===== config.mk =====
export PLATFORM = sky130hd
export DESIGN_NAME = mem_access_ctrl_flat
export DESIGN_NICKNAME = d
export VERILOG_FILES = /design/src/rtl/mem_access_ctrl_if.sv /design/src/rtl/mem_access_ctrl.sv /design/src/flat_wrapper.sv
export SDC_FILE = /design/constraint.sdc
export NUM_CORES = 1
export LEC_CHECK = 0
export CAP_MARGIN = 20
export CORE_MARGIN = 3
export CORE_UTILIZATION = 48
export CTS_CLUSTER_DIAMETER = 120
export DETAILED_ROUTE_END_ITERATION = 12
export PLACE_DENSITY = 0.95
export RECOVER_POWER = 50
export SLEW_MARGIN = 5
export SYNTH_ARGS = -nofsm -noshare
export SYNTH_HDL_FRONTEND = slang
export SYNTH_SLANG_ARGS = --single-unit

===== constraint.sdc =====
create_clock -name clk -period 4.3 [get_ports clk]
set_input_delay 1.29 -clock clk [delete_from_list [all_inputs] [get_ports clk]]
set_output_delay 1.29 -clock clk [all_outputs]
set_load 0.03 [all_outputs]

===== src/rtl/mem_access_ctrl_if.sv =====
// Data-bus handshake between the MEM-stage load/store controller and memory.
// The controller drives the request side (master); memory answers with ack/rdata.
interface mem_access_ctrl_if;
    logic        bus_req;
    logic        bus_we;
    logic [31:0] bus_addr;
    logic [3:0]  bus_be;
    logic [31:0] bus_wdata;
    logic        bus_err;
    logic        bus_ack;
    logic [31:0] bus_rdata;

    modport master (
        output bus_req, bus_we, bus_addr, bus_be, bus_wdata, bus_err,
        input  bus_ack, bus_rdata
    );

    modport slave (
        input  bus_req, bus_we, bus_addr, bus_be, bus_wdata, bus_err,
        output bus_ack, bus_rdata
    );
endinterface


===== src/rtl/mem_access_ctrl.sv =====
// MEM-stage load/store controller: one bus handshake per access, raw load word
// registered for the extension stage, pipeline stalled while the bus is busy.
module mem_access_ctrl #(
    parameter int unsigned TIMEOUT = 255
) (
    input  logic              clk,
    input  logic              rst_n,
    input  logic              mem_valid,
    input  logic              mem_we,
    input  logic              isByte,
    input  logic              isHalf,
    input  logic              exsign,
    input  logic [31:0]       addr,
    input  logic [31:0]       wdata,
    input  logic              flush,
    output logic              stall,
    output logic              misalign,
    mem_access_ctrl_if.master bus,
    output logic              rd_valid,
    output logic [31:0]       rd_data,
    output logic [1:0]        rd_low_addr,
    output logic              rd_isByte,
    output logic              rd_isHalf,
    output logic              rd_exsign
);
    // state | meaning
    // IDLE  | no access in flight; a clean MEM access launches the request
    // WAIT  | bus_req held stable until ack or timeout
    // DONE  | result cycle; pipeline advances, rd_valid for loads
    localparam logic [1:0] IDLE = 2'd0;
    localparam logic [1:0] WAIT = 2'd1;
    localparam logic [1:0] DONE = 2'd2;

    localparam logic [15:0] CNT_LAST = 16'(TIMEOUT - 1);

    logic [1:0]  state_q, state_d;
    logic        req_q, req_d, we_q, we_d, err_q, err_d, rdv_q, rdv_d;
    logic [31:0] addr_q, addr_d, wdata_q, wdata_d, rd_data_q, rd_data_d;
    logic [3:0]  be_q, be_d;
    logic [1:0]  lat_low_q, lat_low_d, rd_low_q, rd_low_d;
    logic        lat_byte_q, lat_byte_d, lat_half_q, lat_half_d, lat_sign_q, lat_sign_d;
    logic        rd_byte_q, rd_byte_d, rd_half_q, rd_half_d, rd_sign_q, rd_sign_d;
    logic [15:0] cnt_q, cnt_d;
    logic        killed_q, killed_d;
    logic        start, kill_now;

    always_comb begin
        misalign = mem_valid & (isByte ? 1'b0 : isHalf ? addr[0] : (addr[1:0] != 2'b00));
        start    = mem_valid & ~misalign & ~flush;
        stall    = 1'b0;
        kill_now = 1'b0;
        state_d  = state_q;
        req_d    = req_q;
        we_d     = we_q;
        addr_d   = addr_q;
        be_d     = be_q;
        wdata_d  = wdata_q;
        err_d    = 1'b0;
        rdv_d    = 1'b0;
        rd_data_d  = rd_data_q;
        rd_low_d   = rd_low_q;
        rd_byte_d  = rd_byte_q;
        rd_half_d  = rd_half_q;
        rd_sign_d  = rd_sign_q;
        lat_low_d  = lat_low_q;
        lat_byte_d = lat_byte_q;
        lat_half_d = lat_half_q;
        lat_sign_d = lat_sign_q;
        cnt_d      = cnt_q;
        killed_d   = killed_q;

        case (state_q)
            IDLE: begin
                if (start) begin
                    stall      = 1'b1;
                    state_d    = WAIT;
                    req_d      = 1'b1;
                    we_d       = mem_we;
                    addr_d     = {addr[31:2], 2'b00};
                    lat_low_d  = addr[1:0];
                    lat_byte_d = isByte;
                    lat_half_d = isHalf;
                    lat_sign_d = exsign;
                    cnt_d      = 16'd0;
                    killed_d   = 1'b0;
                    if (!mem_we) begin
                        be_d    = 4'b1111;
                        wdata_d = 32'd0;
                    end else if (isByte) begin
                        be_d    = 4'b0001 << addr[1:0];
                        wdata_d = {4{wdata[7:0]}};
                    end else if (isHalf) begin
                        be_d    = addr[1] ? 4'b1100 : 4'b0011;
                        wdata_d = {2{wdata[15:0]}};
                    end else begin
                        be_d    = 4'b1111;
                        wdata_d = wdata;
                    end
                end
            end
            WAIT: begin
                stall    = 1'b1;
                kill_now = killed_q | flush;
                killed_d = kill_now;
                cnt_d    = cnt_q + 16'd1;
                // ack takes priority over a simultaneous timeout
                if (bus.bus_ack) begin
                    req_d    = 1'b0;
                    killed_d = 1'b0;
                    if (kill_now) begin
                        state_d = IDLE;
                    end else begin
                        state_d = DONE;
                        if (!we_q) begin
                            rdv_d     = 1'b1;
                            rd_data_d = bus.bus_rdata;
                            rd_low_d  = lat_low_q;
                            rd_byte_d = lat_byte_q;
                            rd_half_d = lat_half_q;
                            rd_sign_d = lat_sign_q;
                        end
                    end
                end else if (cnt_q == CNT_LAST) begin
                    req_d    = 1'b0;
                    err_d    = 1'b1;
                    killed_d = 1'b0;
                    state_d  = IDLE;
                end
            end
            DONE:    state_d = IDLE;
            default: state_d = IDLE;
        endcase
    end

    always_ff @(posedge clk or negedge rst_n) begin
        if (!rst_n) begin
            state_q    <= IDLE;
            req_q      <= 1'b0;
            we_q       <= 1'b0;
            addr_q     <= 32'd0;
            be_q       <= 4'd0;
            wdata_q    <= 32'd0;
            err_q      <= 1'b0;
            rdv_q      <= 1'b0;
            rd_data_q  <= 32'd0;
            rd_low_q   <= 2'd0;
            rd_byte_q  <= 1'b0;
            rd_half_q  <= 1'b0;
            rd_sign_q  <= 1'b0;
            lat_low_q  <= 2'd0;
            lat_byte_q <= 1'b0;
            lat_half_q <= 1'b0;
            lat_sign_q <= 1'b0;
            cnt_q      <= 16'd0;
            killed_q   <= 1'b0;
        end else begin
            state_q    <= state_d;
            req_q      <= req_d;
            we_q       <= we_d;
            addr_q     <= addr_d;
            be_q       <= be_d;
            wdata_q    <= wdata_d;
            err_q      <= err_d;
            rdv_q      <= rdv_d;
            rd_data_q  <= rd_data_d;
            rd_low_q   <= rd_low_d;
            rd_byte_q  <= rd_byte_d;
            rd_half_q  <= rd_half_d;
            rd_sign_q  <= rd_sign_d;
            lat_low_q  <= lat_low_d;
            lat_byte_q <= lat_byte_d;
            lat_half_q <= lat_half_d;
            lat_sign_q <= lat_sign_d;
            cnt_q      <= cnt_d;
            killed_q   <= killed_d;
        end
    end

    assign bus.bus_req   = req_q;
    assign bus.bus_we    = we_q;
    assign bus.bus_addr  = addr_q;
    assign bus.bus_be    = be_q;
    assign bus.bus_wdata = wdata_q;
    assign bus.bus_err   = err_q;
    assign rd_valid      = rdv_q;
    assign rd_data       = rd_data_q;
    assign rd_low_addr   = rd_low_q;
    assign rd_isByte     = rd_byte_q;
    assign rd_isHalf     = rd_half_q;
    assign rd_exsign     = rd_sign_q;
endmodule

===== src/flat_wrapper.sv =====
// flat-port wrapper written by rule: the top's interface ports become plain ports
module mem_access_ctrl_flat 
#(
    parameter int unsigned TIMEOUT = 255
)
  (clk, rst_n, mem_valid, mem_we, isByte, isHalf, exsign, addr, wdata, flush, stall, misalign, rd_valid, rd_data, rd_low_addr, rd_isByte, rd_isHalf, rd_exsign, bus_bus_req, bus_bus_we, bus_bus_addr, bus_bus_be, bus_bus_wdata, bus_bus_err, bus_bus_ack, bus_bus_rdata);
  mem_access_ctrl_if bus_i ();
  input  logic clk;
  input  logic rst_n;
  input  logic mem_valid;
  input  logic mem_we;
  input  logic isByte;
  input  logic isHalf;
  input  logic exsign;
  input  logic [31:0] addr;
  input  logic [31:0] wdata;
  input  logic flush;
  output logic stall;
  output logic misalign;
  output logic rd_valid;
  output logic [31:0] rd_data;
  output logic [1:0] rd_low_addr;
  output logic rd_isByte;
  output logic rd_isHalf;
  output logic rd_exsign;
  output wire logic [$bits(bus_i.bus_req)-1:0] bus_bus_req;
  output wire logic [$bits(bus_i.bus_we)-1:0] bus_bus_we;
  output wire logic [$bits(bus_i.bus_addr)-1:0] bus_bus_addr;
  output wire logic [$bits(bus_i.bus_be)-1:0] bus_bus_be;
  output wire logic [$bits(bus_i.bus_wdata)-1:0] bus_bus_wdata;
  output wire logic [$bits(bus_i.bus_err)-1:0] bus_bus_err;
  input wire logic [$bits(bus_i.bus_ack)-1:0] bus_bus_ack;
  input wire logic [$bits(bus_i.bus_rdata)-1:0] bus_bus_rdata;
  assign bus_bus_req = bus_i.bus_req;
  assign bus_bus_we = bus_i.bus_we;
  assign bus_bus_addr = bus_i.bus_addr;
  assign bus_bus_be = bus_i.bus_be;
  assign bus_bus_wdata = bus_i.bus_wdata;
  assign bus_bus_err = bus_i.bus_err;
  assign bus_i.bus_ack = bus_bus_ack;
  assign bus_i.bus_rdata = bus_bus_rdata;
  mem_access_ctrl #(.TIMEOUT(TIMEOUT)) u_core (.clk(clk), .rst_n(rst_n), .mem_valid(mem_valid), .mem_we(mem_we), .isByte(isByte), .isHalf(isHalf), .exsign(exsign), .addr(addr), .wdata(wdata), .flush(flush), .stall(stall), .misalign(misalign), .bus(bus_i), .rd_valid(rd_valid), .rd_data(rd_data), .rd_low_addr(rd_low_addr), .rd_isByte(rd_isByte), .rd_isHalf(rd_isHalf), .rd_exsign(rd_exsign));
endmodule

---- Word-level counts from Yosys, hierarchy flattened ----
Index checks and enable logic that the tools add are counted.
storage, ports and cells
  output and inout port bits .............. 111
  register bits ........................... 131
  bits of input ports ..................... 105
cells by class
  add/subtract/negate cells ............... 1
  multiplexer cells ....................... 33
  eq/ne operators ......................... 4
  shift operators ......................... 1
  reductions and logical operators ........ 8
  bitwise operators ....................... 8
operator list
  kind                   count
  $mux 32                3
  $pmux 16 s2            1
  $add 16x1->16 const B  1
  $eq 16x8->1 const B    1
  $mux 1                 16
  $mux 16                1
  $mux 4                 4
  $mux 2                 4
  $pmux 1 s2             3
  $reduce_and 2->1       3
  $not 1->1              4
  $pmux 2 s2             1
  $reduce_and 4->1       1
  $reduce_bool 2->1      2
  $shl 1x2->4 const A    1
  $and 1x1->1            3
  $ne 3x2->1 const B     1
  $reduce_and 3->1       1
  $eq 2x1->1 const B     1
  $logic_not 2->1        1
  $ne 2x1->1 const B     1
  $or 1x1->1             1

---- Depth between registers and ports, before layout ----
Gate-level depths: netlist (run 1).
  word-level depth ........................ 9
  gate-level depth with buffers ........... 7
  mapped depth without buffers ............ 6

---- Worst setup path after synthesis (run 1) ----
Ideal clock, no wire load.
  path type ............................... input to output
  start point ............................. input port isHalf
  end point ............................... output port misalign
  data arrival time ....................... 2,340 ps
  buffers on the path ..................... 1
  path slack .............................. 670 ps
  stages .................................. 4
  required time ........................... 3,010 ps
  cell sequence ........................... buf_2 inv_1 a21oi_1 nor3b_1
on the way
  cells in the longest elaborated chain, start to end .. 3
RTL lines
  what                 line                   RTL
  start: declaration   flat_wrapper.sv:13     input logic isHalf;
  $mux 1 (2 in a row)  mem_access_ctrl.sv:48  misalign = mem_valid & (isByte ? 1'b0 : isHalf ? addr[0] : (addr[1:0] != 2'b00));
  $and 1x1->1          mem_access_ctrl.sv:48
  end: declaration     flat_wrapper.sv:19     output logic misalign;
Every way passes these cells.

---- Worst setup path in the final report (run 1) ----
  start point ............................. input port addr[1]
  end point ............................... output port stall
on the way
  cells in the longest elaborated chain, start to end .. 9
RTL lines
  what                      line                   RTL
  start: declaration        flat_wrapper.sv:15     input logic [31:0] addr;
  $reduce_bool 2->1         mem_access_ctrl.sv:48
  $mux 1 (2 in a row)       mem_access_ctrl.sv:48
  $and 1x1->1               mem_access_ctrl.sv:48
  $not 1->1                 mem_access_ctrl.sv:49  start = mem_valid & ~misalign & ~flush;
  $and 1x1->1 (2 in a row)  mem_access_ctrl.sv:49
  $mux 1                    mem_access_ctrl.sv:74  if (start) begin
  $pmux 1 s2                mem_access_ctrl.sv:72  case (state_q)
  end: declaration          flat_wrapper.sv:18     output logic stall;
Every way passes these cells.

==> impl_metrics.yaml, run 1 <==
status:
  run_status: "complete, but fails checks"
  violations: "capacitance limit, slew limit"
pwr:
  power_density_nw_per_um2: 610
  ir_worst_vdd_v: 0.000318
  cellLeakagePower_nw: 3.73
yosys:
  avgSynthCellArea_um2: 11.5
  async_flop_share: 1.00
  synth-main-ff-cell: "dfrtp_1"
  netlist_instances: 498
  synth_edf_count: 0
  syn_area_um2: 5750
  synth-seq-cells: 131
  yosysWarnings: 0
  synth.distinct_cells: 47
  synth.yosys.seq_area_share: 0.570
floorplan:
  core_area_um2: 11600
  die_h_um: 115
  pin_count: 216
  die_w_um: 115
  rows: 39
  fp.dieArea_um2: 13300
  initial_utilization: 0.497
cells_and_area:
  nFillCells: 716
  diodes: 0
  drive_gt1_frac: 0.164
  nNetsFinal: 818
  area_delta_synth_final_pct: 48.1
  final_cells: 864
placement:
  io_buffers: 213
  place_hpwl_um: 11300
  placed_cells: 835
  gp_congestion: 0.865
  place_worst_setup_slack_ns: 0.246
cts:
  clockRootBuffer: "clkbuf_16"
  cts_buffer_depth: 2
  htree_levels: 4
  cts_resized: 0
  numCtsBuffers: 17
  postCtsSetupRepairBufs: 0
  clkTransAtPathRegs_ns: 0.05
  tritoncts: "yes"
  clock_latency_ns: 0.41
  postCtsHoldBufs: 0
  cts_sinks: 131
sta:
  fmax_ghz: 0.244
  fin_crit_ns: 4.11
  rsz0062_at_grt: "false"
  tns_ns: 0
  final-hold-violation-count: 0
  fin_crit_sh: 0.955
  skew_ns: 0.00629
  hold-worst-slack_ns: 0.478
  timing.final.ws_setup_ns: 0.193
  slew_violations: 102
  finalSetupViolations: 0
  slew_headroom: -0.881
  worst_pin_slew_ns: 2.82
worst_setup_path:
  cp.arrival_ns: 2.82
  critPathKind: "in2out"
  critPathRequiredTime_ns: 3.01
  slowest_stage: "clkdlybuf4s50_1"
  endpoint_kind: "output pin"
  start_kind: "input pin"
  crit_fanout: 6
  crit_chain: "clkdlybuf4s50_1 > or3b_1 > a31oi_4 > nor2_1 > buf_12"
  slowest_delay_ns: 0.50
drt:
  drc_errors: 0
  drtPass1Iterations: 4
  routed_wl_um: 15600
  vias_per_cell: 5.43
  drtIter0Drc: 262
  antenna_left: 0
  vias: 4694
  routedWlPerCell_um: 18.1
global_route:
  grt_use_total: 0.236
  grt_max_degree: 70
  grt_overflow: 0
  first_global_vias: 4919
  antenna_found_initial: 0
  grt_pass1_wl_um: 24400
worst_hold_path:
  min_path_type: "reg2reg"
flow_run:
  cap_violations: 2
[final cells by class]
type / count / area (um2) / share of cell area
Clock buffer: 25 / 505 / 0.0593
Clock inverter: 4 / 72.6 / 0.00852
Inverter: 14 / 52.6 / 0.00617
Multi-Input combinational cell: 323 / 2190 / 0.257
Sequential cell: 131 / 3280 / 0.385
Tap cell: 143 / 179 / 0.0210
Timing Repair Buffer: 224 / 2240 / 0.263
[final timing paths]
kind                                                           start                                    to  slack [ns]  cells past startpoint
worst max-delay path                                         addr[1]                                 stall        0.19                      5
worst min-delay path            u_core.bus.bus_wdata[13]$_DFFE_PN0P_  u_core.bus.bus_wdata[13]$_DFFE_PN0P_        0.48                      2
worst max register to register         u_core.state_q[1]$_DFFE_PN0P_        u_core.rd_data[23]$_DFFE_PN0P_        1.23                      4
worst min register to register  u_core.bus.bus_wdata[13]$_DFFE_PN0P_  u_core.bus.bus_wdata[13]$_DFFE_PN0P_        0.48                      2
max in group asynchronous                                      rst_n   u_core.bus.bus_addr[29]$_DFFE_PN0P_        0.73                      1
min in group asynchronous                                      rst_n        u_core.rd_data[23]$_DFFE_PN0P_        1.93                      1
[worst max-delay path: cells and delay by family]
kind / cells / cell delay, ns
compound gates: 1 / 0.29
buf+inv: 2 / 0.67
simple gates: 2 / 0.56
[power by group]
group	leakage [nW]	internal, mW	switching (mW)
registers	1.65	1.61	0.234
clock network	0.281	0.920	0.483
logic	1.80	0.872	1.08
total	3.73	3.40	1.80
[metrics by stage]
stage | instance area (um2) | util | power, mW
6_report | 8520 | 0.737 | 5.20
2_1_floorplan | 5760 | - | 2.91
3_3_place_gp | 7980 | 0.690 | 3.78
4_1_cts | 8550 | 0.740 | 5.28
3_5_place_dp | 7980 | 0.690 | 3.86
5_1_grt | 8520 | 0.737 | 5.44
[placed cells by master (no fill, tap or decap), types with 3 or more instances in the layout]
cell	n
clkbuf_8	5
inv_1	14
clkdlybuf4s50_1	182
dlygate4sd3_1	28
nor2b_1	3
nand2_1	88
a31oi_1	8
o21ai_0	63
nor3_1	5
nor2_1	8
clkbuf_16	17
clkbuf_1	5
mux2i_1	9
nand3_1	9
mux2_1	4
o31ai_1	6
buf_4	8
buf_12	3
mux2_2	75
nand4_1	3
dfrtp_1	131
a21oi_1	10
[state kept, by name, indices dropped and copies added, names as in the netlist, 2 cells and up]
name                  count
u_core.bus.bus_wdata     32
u_core.rd_data           32
u_core.bus.bus_addr      30
u_core.cnt_q             16
u_core.bus.bus_be         4
u_core.lat_low_q          2
u_core.rd_low_addr        2
u_core.state_q            2
[synth_stat cells (2+ instances only)]
| cell | n | share of area |
|---|---|---|
| nor2_2 | 2 | 0.0022 |
| nor2b_1 | 3 | 0.0033 |
| dfrtp_1 | 131 | 0.57 |
| or3_1 | 2 | 0.0022 |
| nand4_1 | 2 | 0.0022 |
| inv_1 | 14 | 0.0091 |
| buf_6 | 10 | 0.020 |
| buf_4 | 3 | 0.0039 |
| nor3_1 | 5 | 0.0043 |
| clkbuf_1 | 8 | 0.0052 |
| and4_1 | 2 | 0.0030 |
| mux2_1 | 4 | 0.0078 |
| a21o_1 | 2 | 0.0026 |
| nand2_1 | 88 | 0.057 |
| nor2_1 | 7 | 0.0046 |
| clkbuf_2 | 3 | 0.0026 |
| o21ai_0 | 63 | 0.055 |
| nand2b_1 | 2 | 0.0022 |
| mux2_2 | 75 | 0.15 |
| nand3_1 | 9 | 0.0078 |
| o31ai_1 | 6 | 0.0078 |
| a21oi_1 | 10 | 0.0087 |
| a31oi_1 | 8 | 0.0087 |
| mux2i_1 | 9 | 0.016 |
| buf_2 | 7 | 0.0061 |
| ha_1 | 2 | 0.0043 |
[per-layer routing]
metal,GRT usage,up-vias,wire length (um)
li1,-,2152,-
met1,0.269,2258,5920
met2,0.394,243,7780
met5,0,-,0
met3,0.0815,41,1450
met4,0.120,0,494
[cell families after synthesis]
| kind of cell | Yosys count | synth area share |
|---|---|---|
| AOI/OAI and AO/OA | 95 | 0.0935 |
| xor gates and xnor gates | 1 | 0.00152 |
| adders and majority gates | 2 | 0.00435 |
| buffers and inverters | 45 | 0.0466 |
| DFF | 131 | 0.570 |
| muxes | 88 | 0.170 |
| other | 1 | 0.000652 |
| and+or+nand+nor | 135 | 0.113 |
Note: power is estimated with default switching activity, not from simulation.
==> run 2: changes to the inputs <==
SLEW_MARGIN = unset   (was 5)
==> results of run 2 <==
The final DEF is identical to that of run 1; final timing and power are the same.
